<file path="src/rtl/pe_input_feeder.sv">
// pe_input_feeder: drives one convolution PE's ifmap and filter write ports
// from two upstream valid/ready streams, tags ifmap words with start/end-of-row
// bits, and sequences the PE start pulse and transfer completion.
module pe_input_feeder #(
    parameter int DATA_WIDTH = 16,
    parameter int PAR_WRITE  = 1,
    parameter int CNT_WIDTH  = 8,
    parameter int ROW_WIDTH  = 4
) (
    input  logic                              clk,
    input  logic                              rst,
    input  logic                              start,
    input  logic [ROW_WIDTH-1:0]              ifm_row_len,
    input  logic [CNT_WIDTH-1:0]              ifm_total,
    input  logic [CNT_WIDTH-1:0]              fil_total,
    input  logic                              src_ifm_valid,
    output logic                              src_ifm_ready,
    input  logic [DATA_WIDTH*PAR_WRITE-1:0]   src_ifm_data,
    input  logic                              src_fil_valid,
    output logic                              src_fil_ready,
    input  logic [DATA_WIDTH*PAR_WRITE-1:0]   src_fil_data,
    output logic                              pe_start,
    output logic                              w_en_ifm,
    output logic [DATA_WIDTH*PAR_WRITE+1:0]   data_in_ifm,
    input  logic                              ready_ifm,
    output logic                              w_en_fil,
    output logic [DATA_WIDTH*PAR_WRITE-1:0]   data_in_fil,
    input  logic                              ready_fil,
    output logic                              busy,
    output logic                              done
);

    localparam int PW = DATA_WIDTH * PAR_WRITE;

    typedef enum logic [1:0] {
        S_IDLE,
        S_START,
        S_STREAM,
        S_DONE
    } state_t;

    state_t               state;
    state_t               state_next;

    logic [ROW_WIDTH-1:0] len_q;
    logic [CNT_WIDTH-1:0] ifm_total_q;
    logic [CNT_WIDTH-1:0] fil_total_q;

    logic [CNT_WIDTH-1:0] ifm_taken;
    logic [CNT_WIDTH-1:0] ifm_sent;
    logic [ROW_WIDTH-1:0] col;
    logic                 ifm_hold_v;
    logic [PW+1:0]        ifm_hold_d;

    logic [CNT_WIDTH-1:0] fil_taken;
    logic [CNT_WIDTH-1:0] fil_sent;
    logic                 fil_hold_v;
    logic [PW-1:0]        fil_hold_d;

    logic                 start_accept;
    logic                 streaming;
    logic                 ifm_take;
    logic                 ifm_deliver;
    logic                 fil_take;
    logic                 fil_deliver;
    logic [ROW_WIDTH-1:0] len_eff;
    logic                 sor;
    logic                 eor;

    assign start_accept = (state == S_IDLE) && start;
    assign streaming    = (state == S_STREAM);

    // A hold register can be refilled in the same cycle it drains to the PE,
    // which is what sustains one word per cycle per channel.
    assign src_ifm_ready = streaming && (ifm_taken < ifm_total_q) &&
                           (!ifm_hold_v || ready_ifm);
    assign src_fil_ready = streaming && (fil_taken < fil_total_q) &&
                           (!fil_hold_v || ready_fil);

    assign ifm_take    = src_ifm_valid && src_ifm_ready;
    assign fil_take    = src_fil_valid && src_fil_ready;
    assign ifm_deliver = ifm_hold_v && ready_ifm;
    assign fil_deliver = fil_hold_v && ready_fil;

    // A zero row length behaves as a one-word row: every word is both first and last.
    assign len_eff = (len_q == '0) ? ROW_WIDTH'(1) : len_q;
    assign sor     = (col == '0);
    assign eor     = (col == len_eff - ROW_WIDTH'(1));

    assign w_en_ifm    = ifm_hold_v;
    assign data_in_ifm = ifm_hold_d;
    assign w_en_fil    = fil_hold_v;
    assign data_in_fil = fil_hold_d;

    // State register.
    always_ff @(posedge clk) begin
        // NOTE: sequential state uses non-blocking assignments so every flop
        // samples pre-edge values regardless of block evaluation order.
        if (rst) state <= S_IDLE;
        else     state <= state_next;
    end

    // Next-state decode; completion compares registered delivery counts.
    always_comb begin
        // NOTE: the default assignment first keeps this purely combinational
        // (no latch) even on paths that do not change state.
        state_next = state;
        unique case (state)
            S_IDLE:   if (start) state_next = S_START;
            S_START:  state_next = S_STREAM;
            S_STREAM: if (ifm_sent == ifm_total_q && fil_sent == fil_total_q)
                          state_next = S_DONE;
            S_DONE:   state_next = S_IDLE;
            default:  state_next = S_IDLE;
        endcase
    end

    // Registered status outputs, decoded from the upcoming state.
    always_ff @(posedge clk) begin
        if (rst) begin
            pe_start <= 1'b0;
            busy     <= 1'b0;
            done     <= 1'b0;
        end else begin
            pe_start <= (state_next == S_START);
            busy     <= (state_next == S_START) || (state_next == S_STREAM);
            done     <= (state_next == S_DONE);
        end
    end

    // Transfer configuration, captured when start is accepted.
    always_ff @(posedge clk) begin
        if (rst) begin
            len_q       <= '0;
            ifm_total_q <= '0;
            fil_total_q <= '0;
        end else if (start_accept) begin
            len_q       <= ifm_row_len;
            ifm_total_q <= ifm_total;
            fil_total_q <= fil_total;
        end
    end

    // Ifmap channel: hold register, row position and take/send counters.
    always_ff @(posedge clk) begin
        if (rst || start_accept) begin
            // NOTE: the data hold register is reset too, because it drives
            // data_in_ifm directly and that port must read zero out of reset.
            ifm_hold_v <= 1'b0;
            ifm_hold_d <= '0;
            ifm_taken  <= '0;
            ifm_sent   <= '0;
            col        <= '0;
        end else begin
            if (ifm_take) begin
                ifm_hold_v <= 1'b1;
                ifm_hold_d <= {sor, eor, src_ifm_data};
                ifm_taken  <= ifm_taken + CNT_WIDTH'(1);
                col        <= eor ? '0 : col + ROW_WIDTH'(1);
            end else if (ifm_deliver) begin
                ifm_hold_v <= 1'b0;
            end
            if (ifm_deliver) ifm_sent <= ifm_sent + CNT_WIDTH'(1);
        end
    end

    // Filter channel: hold register and take/send counters, no tags.
    always_ff @(posedge clk) begin
        if (rst || start_accept) begin
            fil_hold_v <= 1'b0;
            fil_hold_d <= '0;
            fil_taken  <= '0;
            fil_sent   <= '0;
        end else begin
            if (fil_take) begin
                fil_hold_v <= 1'b1;
                fil_hold_d <= src_fil_data;
                fil_taken  <= fil_taken + CNT_WIDTH'(1);
            end else if (fil_deliver) begin
                fil_hold_v <= 1'b0;
            end
            if (fil_deliver) fil_sent <= fil_sent + CNT_WIDTH'(1);
        end
    end

endmodule
</file>
<file path="config.mk">
export PLATFORM = sky130hd
export DESIGN_NAME = pe_input_feeder
export DESIGN_NICKNAME = d
export VERILOG_FILES = /design/src/rtl/pe_input_feeder.sv
export SDC_FILE = /design/constraint.sdc
export NUM_CORES = 1
export LEC_CHECK = 0
export CAP_MARGIN = 10
export CORE_MARGIN = 3
export CORE_UTILIZATION = 40
export CTS_BUF_LIST = sky130_fd_sc_hd__clkbuf_2 sky130_fd_sc_hd__clkbuf_4 sky130_fd_sc_hd__clkbuf_8
export DETAILED_ROUTE_END_ITERATION = 8
export DONT_BUFFER_PORTS = 1
export GPL_TIMING_DRIVEN = 1
export SLEW_MARGIN = 20
export SYNTH_ARGS = -nofsm -noshare
export SYNTH_HDL_FRONTEND = slang
export SYNTH_SLANG_ARGS = --single-unit
</file>
<file path="constraint.sdc">
create_clock -name clk -period 2.1 [get_ports clk]
set_input_delay 0.42 -clock clk [delete_from_list [all_inputs] [get_ports clk]]
set_output_delay 0.42 -clock clk [all_outputs]
set_load 0.01 [all_outputs]
</file>
== Word-level counts from Yosys, hierarchy flattened ==
Index checks and enable logic that the tools add are counted.
Operators by class
  $add $sub $neg: 6
  order comparisons: 2
  equal/unequal tests: 9
  mux-type cells: 9
  reductions and logical operators: 21
Operators with widths (count)
  $add 8x1->8 const B: 4
  $eq 8x8->1: 2
  $lt 8x8->1: 2
  $logic_and 1x1->1: 10
  $eq 2x2->1 const B: 4
  $logic_not 4->1: 2
  $mux 4: 2
  $pmux 2 s4: 1
  $add 4x1->4 const B: 1
  $eq 2x1->1 const B: 2
  $eq 4x4->1: 1
  $logic_or 1x1->1: 4
  $mux 1: 4
  $mux 2: 2
  $reduce_bool 2->1: 2
  $sub 4x1->4 const B: 1
  $logic_not 1->1: 2
  $logic_not 2->1: 1
Storage, ports and cells
  register bits after elaboration: 97
  input bits: 59
  output and inout bits: 41
  logic and storage cells: 63

== Logic depth before layout (Yosys ltp) ==
  word-level depth: 6
  mapped depth: 8
  depth with buffers taken out: 8

== Least setup slack after synthesis ==
No wires, ideal clock.
  path type: reg2out
  start point: register ifm_total_q[1]
  end point: output port src_ifm_ready
  arrival: 1.582 ns
  required time: 1.680 ns
  setup slack: 0.098 ns
  stages on the path, launching flop included: 8
  buffers on the path: 1
  cells stage by stage: dfxtp_1 inv_1 ha_1 or3b_1 o2111ai_2 a41oi_4 clkbuf_1 nor2_1
Between the ends
  longest elaborated chain between the ends: 3
RTL lines
  start: declaration: RTL line 46  | logic [CNT_WIDTH-1:0] ifm_total_q;
  start signal: assignment: RTL line 139  | ifm_total_q <= ifm_total;
  $lt 8x8->1: RTL line 75  | assign src_ifm_ready = streaming && (ifm_taken < ifm_total_q) &&
  $logic_and 1x1->1 (2 in series): RTL line 75
  end: declaration: RTL line 17  | output logic src_ifm_ready,
No other way between the ends.

== Worst setup path after layout ==
  start point: register ifm_total_q[4]
  end point: output port src_ifm_ready
The elaborated chain is that of the path after synthesis.

==> results by group <==
Power
  • Lkg Pwr: roughly 1.9 nW
  • Power Density: around 1000 nW/um2
  • Pwr Total: about 5.7 mW
  • Worst vdd ir: 0.767 mV

Clocking
  • Clock Sinks: 97
  • CTS tree: yes
  • Clock transition at path regs: roughly 0.10 ns
  • H-tree depth: 3
  • Worst-Skew Late Latency: ~0.38 ns
  • Root buffer cell: clkbuf_8
  • Longest Clk Path Bufs: 2
  • Total CTS buffers: 9
  • CTS Hold Bufs: 0

STA
  • Final TNS setup: -0.0946 ns
  • Max Freq: approximately 460 MHz
  • Hold Fails Final Rpt: 0
  • Max Slew Vio Count: 0
  • Final worst setup slack: -0.0893 ns
  • Slew headroom: 0.748
  • Final setup viols: 2
  • RSZ-0062 raised after global routing: yes
  • Worst Clk Skew: roughly 0.011 ns
  • Tcrit/Tclk final: 1.04
  • Worst-margin pin slew: roughly 0.37 ns
  • Fin Hold WS: just over 0.1 ns
  • Post-layout min period: about 2.2 ns

Global route
  • First-pass GRT wire length: slightly below 20,000 um
  • Global route overflow: 0
  • Busiest grt layer: met2
  • Vias in the first global route: ~4,000
  • Total track usage: 0.186
  • Largest net degree at the start of global routing: 36
  • Antenna violations before repair: 0
  • M3 GR Usage: 0.0674
  • Grt met1 use: 0.226
  • GR met2 Demand/Resource: 0.318

Floorplanning
  • Die area: roughly 13,000 um2
  • Die extent in y: roughly 110 um
  • Floorplan row count: 38
  • CORE AREA: 11,100 um2
  • Die Wd: 114 um
  • I/O Pins: 100
  • Initial core utilization: 0.420

Synth
  • Synth warnings: 0
  • Ys async rst share: 0
  • Leading area contributor after synthesis: dfxtp_1
  • Sequential-to-total area share from yosys stat: 0.418
  • EDFF count, synth: 0
  • Ranking of synthesized cells by area: dfxtp_1 (42%), a21oi_1 (7.4%), ha_1 (7.0%)
  • Post-synthesis cell count: approximately 570
  • Top_reg_cell synth: dfxtp_1
  • Distinct cells, synth: 44
  • Number of synthesized register bits: between 90 and 100
  • Synthesized area: approximately 4600 um2
  • Avg Synthesized Cell Area: 8.20 um2
  • Syn Nets: roughly 650
  • Share of the synthesized area in the top cell type: 0.418

Setup path
  • Worst Setup Start Kind: register
  • RR Startpoint: ifm_total_q[4]$_SDFFE_PP0P_
  • Critical-path top delay cell: dfxtp_2
  • CP cell instances: inv_2, ha_4, o21a_1, o211ai_1, a41oi_4, nor2_2, buf_4
  • Critical path type: register to output port
  • Max incr delay on CP: about 0.34 ns
  • Critical-path maximum fanout: 2
  • R2R depth: 8
  • Worst setup EP type: output port
  • Worst Path Arrival: between 1.5 and 2 ns
  • Critical Path Start: ifm_total_q[4]$_SDFFE_PP0P_
  • Worst Path Required: about 1.7 ns

Drt
  • Iter 0 DRT Violations: 230
  • Routed len/inst: about 16 um
  • Vias per inst: roughly 5.6
  • WL final: between 10,000 and 15,000 um
  • Antenna Violating Nets Remaining: 0
  • Via count of the routed design: between 4,000 and 5,000
  • First-pass detailed-route iteration total: 5
  • Residual DRC: 0

Finish
  • Most common cell after layout, fill and taps aside: dfxtp_1
  • Post-layout util: 0.492
  • Commonest non-fill, non-tap cells in the layout: dfxtp_1 (80), a21oi_1 (68), nand2_1 (65)
  • Post-layout nets: slightly below 700
  • Area grow syn2layout: 17.1%
  • Share of cells above drive strength 1: 0.192
  • ANT cells: 0

Place
  • Gpl congestion: between 0.8 and 0.9
  • PortBufs: 0
  • DPL Wire Length: between 8000 and 9000 um

Min path
  • Hold path start: rst
  • Hold Crit Class: input pin to register
  • Min-Delay Path Depth: 1

Outcome
  • Failing checks: negative setup slack
  • Outcome: finished, violations left

Job
  • Max cap viols: 0
worst paths after layout:
path | endpoint | slack (ns)
min | fil_total_q[7]$_SDFFE_PP0P_ | 0.10
min reg2reg | fil_total_q[7]$_SDFFE_PP0P_ | 0.48
max reg2reg | ifm_taken[5]$_SDFFE_PP0P_ | 0.01
max | src_ifm_ready | -0.09
cell families after synthesis:
logic type,count (synthesis),share of synthesized area
xor+xnor,30,0.0565
flops,97,0.418
compound gates,141,0.176
mux,7,0.0151
simple gates,204,0.213
buf+inv,62,0.0514
fa+ha+maj,26,0.0700
layout make-up:
class / instances / area (um2)
fillers: 1057 / 5630
multi-input cells: 408 / 2620
flip-flops and latches: 97 / 1960
repair buffers: 52 / 423
well taps: 140 / 175
clock buffers: 9 / 124
inverters: 26 / 97.6
clock inverters: 7 / 47.5
power by group:
group,switching [mW],internal (mW),leakage [nW]
Combinational,1.42,0.998,1.05
Clock,0.680,0.428,0.0850
Sequential,0.143,2.01,0.793
Total,2.24,3.44,1.93
worst max-delay path, delay by kind of cell (launching register included):
| family | cells | cell delay (ns) |
|---|---|---|
| buffers and inverters | 2 | 0.16 |
| adder cells (fa/ha/maj) | 1 | 0.22 |
| AO/OA/AOI/OAI | 3 | 0.54 |
| flip-flops | 1 | 0.34 |
| AND/OR/NAND/NOR | 1 | 0.11 |
per-stage QoR:
stage               cells  instance area [um2]  setup slack (ns)
floorplan             567                 4650            0.0980
global placement      704                 4960            0.0561
detailed placement    704                 4960          -0.00880
CTS                   732                 5280            -0.193
global route          739                 5450            -0.197
finish                739                 5450           -0.0893
repair_timing:
item	CTS	global route
resized for setup	23	33
buffers inserted	12	7
gates cloned	0	0
setup endpoints to repair	3	41
pin swaps	12	19
cells in the mapped netlist, drive strengths merged, types with 2 or more instances:
library cell  number
dfxtp             97
a21oi             69
nand2             65
nand3             47
o21ai             43
clkbuf            30
nor2              30
ha                26
inv               26
xnor2             21
or3               15
nand4             14
xor2               9
mux2i              7
o31ai              7
buf                6
nor2b              5
o211ai             5
and3               4
nor3               4
and2               3
nand2b             3
nor4               3
o311ai             3
or2                3
or4                3
a31oi              2
a41o               2
a41oi              2
nand4b             2
o21a               2
layer usage:
layer | vias to the layer above | share of wire
met3 | 11 | 0.064
met5 | - | 0
met2 | 119 | 0.49
li1 | 2040 | -
met1 | 1935 | 0.44
met4 | 0 | 0.0094
state kept, by name (all words and copies together), names as in the netlist:
register	count
data_in_ifm	18
len_q	4
fil_sent	8
w_en_ifm	1
ifm_taken	8
ifm_sent	8
done	1
col	4
fil_total_q	8
pe_start	1
fil_taken	8
ifm_total_q	8
state	2
data_in_fil	16
busy	1
w_en_fil	1
(Power assumes the default switching activity.)
